===== src/rtl/fetch_pc_unit.sv =====
// ---------------------------------------------------------------------------
// fetch_pc_unit
//
// Instruction-fetch stage in front of the main decoder. It owns the PC, fetches
// one instruction word per FETCH/EXEC pair over a same-cycle ready handshake,
// holds that word in the instruction register and works out the next PC from
// the decoder's control outputs.
//
// Optional feature macro: FETCH_DELAY_SLOT_EN
//   When it is defined, the instruction after a taken jr/j/branch (the delay
//   slot) always executes before the redirect takes effect.
//   When it is undefined, a redirect takes effect immediately.
//
// Ports
//   clk          core clock, rising edge
//   rst_n        asynchronous active-low reset
//   imem_req     fetch request (high in FETCH only, forced low while in reset)
//   imem_addr    fetch address, equal to pc
//   imem_rdata   instruction word, valid while imem_ready=1
//   imem_ready   memory accepts the request and returns data in the same cycle
//   instr        instruction register
//   op_c, funct  instr[31:26] and instr[5:0], sent to the decoder
//   instr_valid  instr is executing this cycle (EXEC state)
//   pc, pc_plus4 current PC and PC+4 (pc_plus4 is the JAL link value)
//   stall        holds the current instruction in EXEC
//   beq, bne, j_c, jr_c  decoder control outputs
//   zero         ALU equality flag
//   jr_target    rs value used by JR
//   fetch_err    sticky error flag (fetch timeout or misaligned JR)
// ---------------------------------------------------------------------------
module fetch_pc_unit #(
    parameter logic [31:0] RESET_PC = 32'h0000_0000,
    parameter int          TIMEOUT  = 16,
    parameter int          CNT_W    = 5
) (
    input  logic        clk,
    input  logic        rst_n,
    output logic        imem_req,
    output logic [31:0] imem_addr,
    input  logic [31:0] imem_rdata,
    input  logic        imem_ready,
    output logic [31:0] instr,
    output logic [5:0]  op_c,
    output logic [5:0]  funct,
    output logic        instr_valid,
    output logic [31:0] pc,
    output logic [31:0] pc_plus4,
    input  logic        stall,
    input  logic        beq,
    input  logic        bne,
    input  logic        j_c,
    input  logic        jr_c,
    input  logic        zero,
    input  logic [31:0] jr_target,
    output logic        fetch_err
);

    typedef enum logic [1:0] {
        FETCH = 2'd0,
        EXEC  = 2'd1,
        HALT  = 2'd2
    } state_t;

    state_t             state_reg, state_next;
    logic [31:0]        pc_reg, pc_next;
    logic [31:0]        instr_reg, instr_next;
    logic [CNT_W-1:0]   wait_cnt_reg, wait_cnt_next;
    logic               fetch_err_reg, fetch_err_next;
    logic               imem_req_state;

    logic [31:0]        branch_offset;
    logic [31:0]        jump_target;
    logic [31:0]        redirect_target;
    logic               branch_taken;
    logic               redirect;
    logic               jr_misaligned;
    logic               in_delay_slot;

`ifdef FETCH_DELAY_SLOT_EN
    logic               pending_reg, pending_next;
    logic [31:0]        pending_pc_reg, pending_pc_next;
    assign in_delay_slot = pending_reg;
`else
    assign in_delay_slot = 1'b0;
`endif

    // Continuous decoder-facing outputs
    assign pc_plus4    = pc_reg + 32'd4;
    assign pc          = pc_reg;
    assign imem_addr   = pc_reg;
    assign instr       = instr_reg;
    assign op_c        = instr_reg[31:26];
    assign funct       = instr_reg[5:0];
    assign fetch_err   = fetch_err_reg;
    assign instr_valid = (state_reg == EXEC);
    // A request in flight is dropped the moment reset asserts.
    assign imem_req    = imem_req_state & rst_n;

    // Next-PC candidates
    assign branch_offset = {{14{instr_reg[15]}}, instr_reg[15:0], 2'b00};
    assign jump_target   = {pc_plus4[31:28], instr_reg[25:0], 2'b00};
    assign branch_taken  = (beq & zero) | (bne & ~zero);
    assign redirect      = jr_c | j_c | branch_taken;
    assign jr_misaligned = jr_c & (jr_target[1:0] != 2'b00);

    // Priority jr > j > taken branch
    always_comb begin
        redirect_target = pc_plus4 + branch_offset;
        if (jr_c) begin
            redirect_target = jr_target;
        end else if (j_c) begin
            redirect_target = jump_target;
        end
    end

    always_comb begin
        state_next      = state_reg;
        pc_next         = pc_reg;
        instr_next      = instr_reg;
        wait_cnt_next   = wait_cnt_reg;
        fetch_err_next  = fetch_err_reg;
        imem_req_state  = 1'b0;
`ifdef FETCH_DELAY_SLOT_EN
        pending_next    = pending_reg;
        pending_pc_next = pending_pc_reg;
`endif
        case (state_reg)
            FETCH: begin
                imem_req_state = 1'b1;
                if (imem_ready) begin
                    instr_next    = imem_rdata;
                    wait_cnt_next = '0;
                    state_next    = EXEC;
                end else if (wait_cnt_reg == CNT_W'(TIMEOUT - 1)) begin
                    // This is the TIMEOUT-th cycle without ready.
                    fetch_err_next = 1'b1;
                    wait_cnt_next  = '0;
                    state_next     = HALT;
                end else begin
                    wait_cnt_next = wait_cnt_reg + CNT_W'(1);
                end
            end
            EXEC: begin
                if (!stall) begin
                    if (in_delay_slot) begin
                        // Delay-slot instruction: its own controls are
                        // ignored and the stored redirect is applied.
`ifdef FETCH_DELAY_SLOT_EN
                        pc_next      = pending_pc_reg;
                        pending_next = 1'b0;
`endif
                        state_next = FETCH;
                    end else if (jr_misaligned) begin
                        fetch_err_next = 1'b1;
                        state_next     = HALT;
                    end else begin
                        if (redirect) begin
`ifdef FETCH_DELAY_SLOT_EN
                            pending_next    = 1'b1;
                            pending_pc_next = redirect_target;
                            pc_next         = pc_plus4;
`else
                            pc_next = redirect_target;
`endif
                        end else begin
                            pc_next = pc_plus4;
                        end
                        state_next = FETCH;
                    end
                end
            end
            HALT: begin
                // Frozen until reset.
            end
            default: begin
                state_next = HALT;
            end
        endcase
    end

    always_ff @(posedge clk or negedge rst_n) begin
        if (!rst_n) begin
            state_reg      <= FETCH;
            pc_reg         <= RESET_PC;
            instr_reg      <= 32'd0;
            wait_cnt_reg   <= '0;
            fetch_err_reg  <= 1'b0;
`ifdef FETCH_DELAY_SLOT_EN
            pending_reg    <= 1'b0;
            pending_pc_reg <= 32'd0;
`endif
        end else begin
            state_reg      <= state_next;
            pc_reg         <= pc_next;
            instr_reg      <= instr_next;
            wait_cnt_reg   <= wait_cnt_next;
            fetch_err_reg  <= fetch_err_next;
`ifdef FETCH_DELAY_SLOT_EN
            pending_reg    <= pending_next;
            pending_pc_reg <= pending_pc_next;
`endif
        end
    end

endmodule


===== config.mk =====
export PLATFORM = sky130hd
export DESIGN_NAME = fetch_pc_unit
export DESIGN_NICKNAME = d
export VERILOG_FILES = /design/src/rtl/fetch_pc_unit.sv
export SDC_FILE = /design/constraint.sdc
export NUM_CORES = 1
export LEC_CHECK = 0
export ABC_CLOCK_PERIOD_IN_PS = 3800
export BUFFER_PORTS_ARGS = -buffer_cell sky130_fd_sc_hd__buf_2
export CORE_UTILIZATION = 40
export DETAILED_ROUTE_END_ITERATION = 8
export GPL_TIMING_DRIVEN = 0
export HOLD_SLACK_MARGIN = 0.05
export MAX_ROUTING_LAYER = met4
export PLACE_DENSITY = 0.69
export SLEW_MARGIN = 30
export SYNTH_ARGS = -nofsm -noshare
export SYNTH_HDL_FRONTEND = slang
export SYNTH_SLANG_ARGS = --single-unit

===== constraint.sdc =====
create_clock -name clk -period 3.8 [get_ports clk]
set_input_delay 0.57 -clock clk [delete_from_list [all_inputs] [get_ports clk]]
set_output_delay 0.57 -clock clk [all_outputs]
set_load 0.01 [all_outputs]

# After elaboration in Yosys (flattened, before gate mapping)
# Index checks and enable logic that the tools add are counted.
[totals] romBits=0 ff_bits=72 in_bits=73 memories=0 ramBits=0 latch_bits=0
[classes] bitwise=11 n_shift=0 addsub=3 div_mod_pow=0 n_mul=0 magnitude_cmp=0 n_reduce_logical=7 muxes=16 n_eq_ne=8
[ops] operator="32-bit two-way mux" count=3
[ops] operator="32-bit by 3-bit adder with 32-bit output, second input constant" count=1
[ops] operator="32-bit adder" count=1
[ops] operator="5-bit two-way mux" count=2
[ops] operator="2-bit two-way mux" count=4
[ops] operator="2-bit != test, second input constant" count=3
[ops] operator="2-bit one-hot mux with 3 select lines" count=1
[ops] operator="3-bit AND reduction" count=2
[ops] operator="5-bit by 1-bit adder with 5-bit output, second input constant" count=1
[ops] operator="5-bit by 4-bit equality test with 1-bit output, second input constant" count=1
[ops] operator="1-bit two-way mux" count=5
[ops] operator="5-bit AND reduction" count=1
[ops] operator="1-bit AND" count=4
[ops] operator="1-bit NOT" count=4
[ops] operator="2-bit nonzero test" count=2
[ops] operator="3-bit != test, second input constant" count=1
[ops] operator="1-bit bitwise OR" count=3
[ops] operator="2-bit by 1-bit equality test with 1-bit output, second input constant" count=1
[ops] operator="2-bit equality test, second input constant" count=1
[ops] operator="2-bit logical NOT" count=1
[ops] operator="2-bit by 1-bit != test with 1-bit output, second input constant" count=1
[ops] operator="1-bit one-hot mux with 2 select lines" count=1
[ops] operator="2-bit AND reduction" count=1

# Logic depth before layout (Yosys ltp)
[logic_depth] word_depth=5 depth_mapped=16 mapped_depth_nobuf=15

# Worst setup path after synthesis
# No wires, ideal clock.
[synth_timing] kind="flip-flop to flip-flop" startpoint="register pc_reg[2] (netlist: imem_addr[2])" endpoint="register pc_reg[24] (netlist: imem_addr[24])" required_time_ps=3676 path_buffers=1 path_stages_with_launch=15 t_arrival_ps=3453 path_slack_ps=223 setup_ps=124 period_less_slack_ps=3577 cell_sequence="dfrtp_1 -> ha_1 -> and4_1 -> nand4_1 -> nor2_1 -> xor2_1 -> ha_1 -> clkbuf_1 -> nand4_1 -> or3_1 -> nor3_1 -> o21bai_1 -> a311oi_1 -> mux2i_1 -> o31a_1"
[synth_via] elab_chain_len=5
[synth_lines] item="from (decl)" line="65" source="logic [31:0] pc_reg, pc_next;"
[synth_lines] item="from (signal assigned)" line="194" source="pc_reg <= pc_next;"
[synth_lines] item="32-bit by 3-bit adder with 32-bit output" line="88" source="assign pc_plus4 = pc_reg + 32'd4;"
[synth_lines] item="net pc_plus4[18]" line="47" source="output logic [31:0] pc_plus4,"
[synth_lines] item="32-bit adder" line="108" source="redirect_target = pc_plus4 + branch_offset;"
[synth_lines] item="32-bit two-way mux" line="111" source="end else if (j_c) begin"
[synth_lines] item="32-bit two-way mux" line="109" source="if (jr_c) begin"
[synth_lines] item="32-bit two-way mux" line="157" source="if (redirect) begin"
# The timed path passes the listed nets, and every way through them passes these cells.
# A chain may end at the register's enable or synchronous reset.

# Final worst setup path
[layout_timing] startpoint="register pc_reg[4] (netlist: imem_addr[4])" endpoint="register pc_reg[24] (netlist: imem_addr[24])"
[layout_via] elab_chain_len=5
[layout_lines] item="32-bit by 3-bit adder with 32-bit output *" line="88"
[layout_lines] item="32-bit adder" line="108"
[layout_lines] item="32-bit two-way mux" line="111"
[layout_lines] item="32-bit two-way mux" line="109"
[layout_lines] item="32-bit two-way mux *" line="157"
# Mark *: on every way between the ends. The rest lies on a longest branch, timed or not.

==> results.py <==
metrics = {
    "status": {
        "outcome": "finished clean",
    },
    "floorplanning": {
        "die_area_mm2": 0.0161,
        "rows": 45,
        "io_pins": 216,
        "die_w_um": 127,
        "core_area_mm2": 0.0152,
        "die_h_um": 127,
        "start_util": 0.410,
    },
    "grt": {
        "grt_util_met3": 0.0565,
        "grt-ovfl-total": 0,
        "grt_pass1_vias": 5948,
        "use_met2": 0.455,
        "track_usage": 0.289,
        "antenna_found_initial": 0,
        "grt_busiest_layer": "met2",
        "grt_pass1_wl_mm": 34.2,
        "grtUsageMet1": 0.375,
        "grt_max_degree": 40,
    },
    "clocking": {
        "clk_latency_ns": 0.35,
        "root_buffer": "clkbuf_16",
        "cts_buffer_depth": 2,
        "cts_tree": "done",
        "postCtsHoldBufs": 0,
        "htreeDepth": 3,
        "cts_buffers": 9,
        "clk_pin_slew_ns": 0.06,
        "numClockSinks": 72,
    },
    "placement": {
        "io_buffers": 215,
        "dp_hpwl_mm": 17.5,
        "routabilityCongestion": 0.971,
        "placed_cells": 1125,
    },
    "timing": {
        "setup_viol": 0,
        "whs_ns": 0.181,
        "finalClockSkew_ns": 0.00778,
        "fmax_mhz": 267,
        "finalSetupTns_ns": 0,
        "hold_viol": 0,
        "min_period_over_period": 0.986,
        "tightest_slew_ns": 1.11,
        "period_needed_ns": 3.75,
        "relSlewSlack": 0.254,
        "drv_slew": 0,
    },
    "synth": {
        "muxShareOfSynthArea": 0.0679,
        "yosys.area_share.simple": 0.171,
        "synthXorXnorAreaFrac": 0.0715,
        "synthCells": 721,
        "async_flop_share": 1.00,
        "syn_area_mm2": 0.00623,
        "yosys_most_used_dff": "dfrtp_1",
        "synth.avg_cell_area_um2": 8.64,
        "synth_nets": 832,
        "synth_edf_count": 0,
        "synth_fa_ha_area_frac": 0.0776,
        "synth_top_family_by_area": "compound AO/OA/AOI/OAI gates",
        "synth-seq-cells": 72,
        "synth_compound_area_frac": 0.236,
        "seq_area_frac_synth": 0.289,
        "ys_types": 75,
        "yosysWarnings": 0,
    },
    "pwr": {
        "powerDensity_mw_per_mm2": 771,
        "max-vdd-ir-drop_v": 0.000559,
        "p_leak_nw": 4.20,
    },
    "layout": {
        "area_delta_synth_final_pct": 33.3,
        "drive_gt1_frac": 0.409,
        "final_util": 0.546,
        "diodes": 0,
        "fin_cells": 1151,
        "nNetsFinal": 1069,
    },
    "route": {
        "routed_wl_mm": 23.3,
        "drt_iter0_drc": 714,
        "dr.pass1.iters": 5,
        "drc": 0,
        "viasPerCell": 5.89,
        "num_vias": 6776,
        "final_antenna_net_count": 0,
        "wl_per_cell_um": 20.2,
    },
    "setup_path": {
        "cp-end-kind": "flip-flop",
        "crit_arrival_ns": 3.98,
        "crit_required_ns": 4.04,
        "critical_path_class": "reg -> reg",
        "cp-start-kind": "flip-flop",
        "cp_max_fo": 8,
    },
    "job": {
        "maxCapViolations": 0,
    },
    "hold_path": {
        "hp-class": "in -> async",
    },
}
## routing by layer
| layer | up-vias | wire, um |
|---|---|---|
| met5 | - | 0 |
| met4 | 0 | 719 |
| met3 | 66 | 1980 |
| met2 | 384 | 10800 |
| met1 | 3222 | 9740 |
| li1 | 3104 | - |
## worst max-delay path, cell delays in order, from the launching register on
cell,delay [ns]
dfrtp_1,0.39
clkbuf_4,0.22
and4_1,0.28
nand4_1,0.21
nor2_2,0.23
xor2_2,0.30
ha_2,0.31
nand4_1,0.14
or3_1,0.40
nor3_2,0.20
o21bai_2,0.15
a311oi_2,0.42
mux2i_1,0.13
o31a_1,0.24
## final timing paths
check                               start            end  slack, ns  depth (start not counted)
hold / removal                      rst_n   imem_addr[9]       0.18                          1
min in group clk           imem_rdata[19]      instr[19]       0.43                          3
setup reg to reg             imem_addr[4]  imem_addr[24]       0.05                         13
setup / recovery             imem_addr[4]  imem_addr[24]       0.05                         13
hold reg to reg                 fetch_err      fetch_err       0.48                          1
max in group asynchronous           rst_n   imem_addr[3]       3.03                          2
## report_power, final
part,leakage [nW],switching [W],internal [W]
registers,0.896,0.000550,0.00107
logic,3.13,0.00202,0.00172
clock network,0.172,0.000353,0.000676
total,4.20,0.00292,0.00347
## cells by family after synthesis
| group | count (synthesis) |
|---|---|
| compound gates | 222 |
| simple gates | 207 |
| buf+inv | 94 |
| flops | 72 |
| xor+xnor | 50 |
| mux | 38 |
| fa+ha+maj | 38 |
## synthesized netlist by cell type (all sizes together), types with 13 or more instances
cell,number,area [um^2]
xnor2,23,201
xor2,27,244
a21oi,70,358
dfrtp,72,1800
nand3,13,70.1
nor2,51,194
o21ai,37,185
ha,37,463
nand2,61,229
mux2,34,383
clkbuf,28,105
a21o,15,113
buf,52,382
nor3,19,111
nand4,16,113
## cell usage in the layout (no fill, tap or decap), types with 9 or more instances in the layout
master | netlist | final
buf_2 | 2 | 214
dfrtp_1 | 72 | 66
a21oi_1 | 68 | 65
buf_4 | 47 | 63
nand2_1 | 61 | 60
nor2_1 | 50 | 47
mux2_2 | 34 | 34
ha_1 | 37 | 30
o21ai_0 | 29 | 29
clkbuf_1 | 28 | 24
xnor2_1 | 23 | 19
xor2_1 | 26 | 19
a21o_1 | 15 | 15
nand4_1 | 14 | 14
nor3_1 | 17 | 14
nand3_1 | 12 | 12
inv_1 | 11 | 11
a31oi_1 | 11 | 11
o211ai_1 | 11 | 11
o31ai_1 | 12 | 10
o21a_1 | 10 | 10
and3_1 | 10 | 9
clkbuf_16 | 0 | 9
## timing repair
action / CTS / global route
buffers inserted: 4 / 10
gates cloned: 0 / 0
gates resized for setup: 24 / 34
endpoints found under the setup margin: 13 / 12
pin swaps: 4 / 10
## layout make-up
cell class	instances	area, um^2
fillers	1453	6900
inverters	14	52.6
repair buffers	230	1200
plain buffers	76	477
flip-flops and latches	72	1810
well taps	188	235
clock buffers	11	253
multi-input cells	555	4170
clock inverters	5	103
## metrics by stage
step           instance area [um^2]  worst slack (ns)  power [W]
2_1_floorplan                  6230             0.223    0.00385
3_3_place_gp                   7540            -0.849    0.00505
3_5_place_dp                   7560            -0.780    0.00510
4_1_cts                        8050           -0.0221    0.00620
5_1_grt                        8300           -0.0546    0.00678
6_report                       8300            0.0527    0.00640
Power figures use the tool's default switching activity.
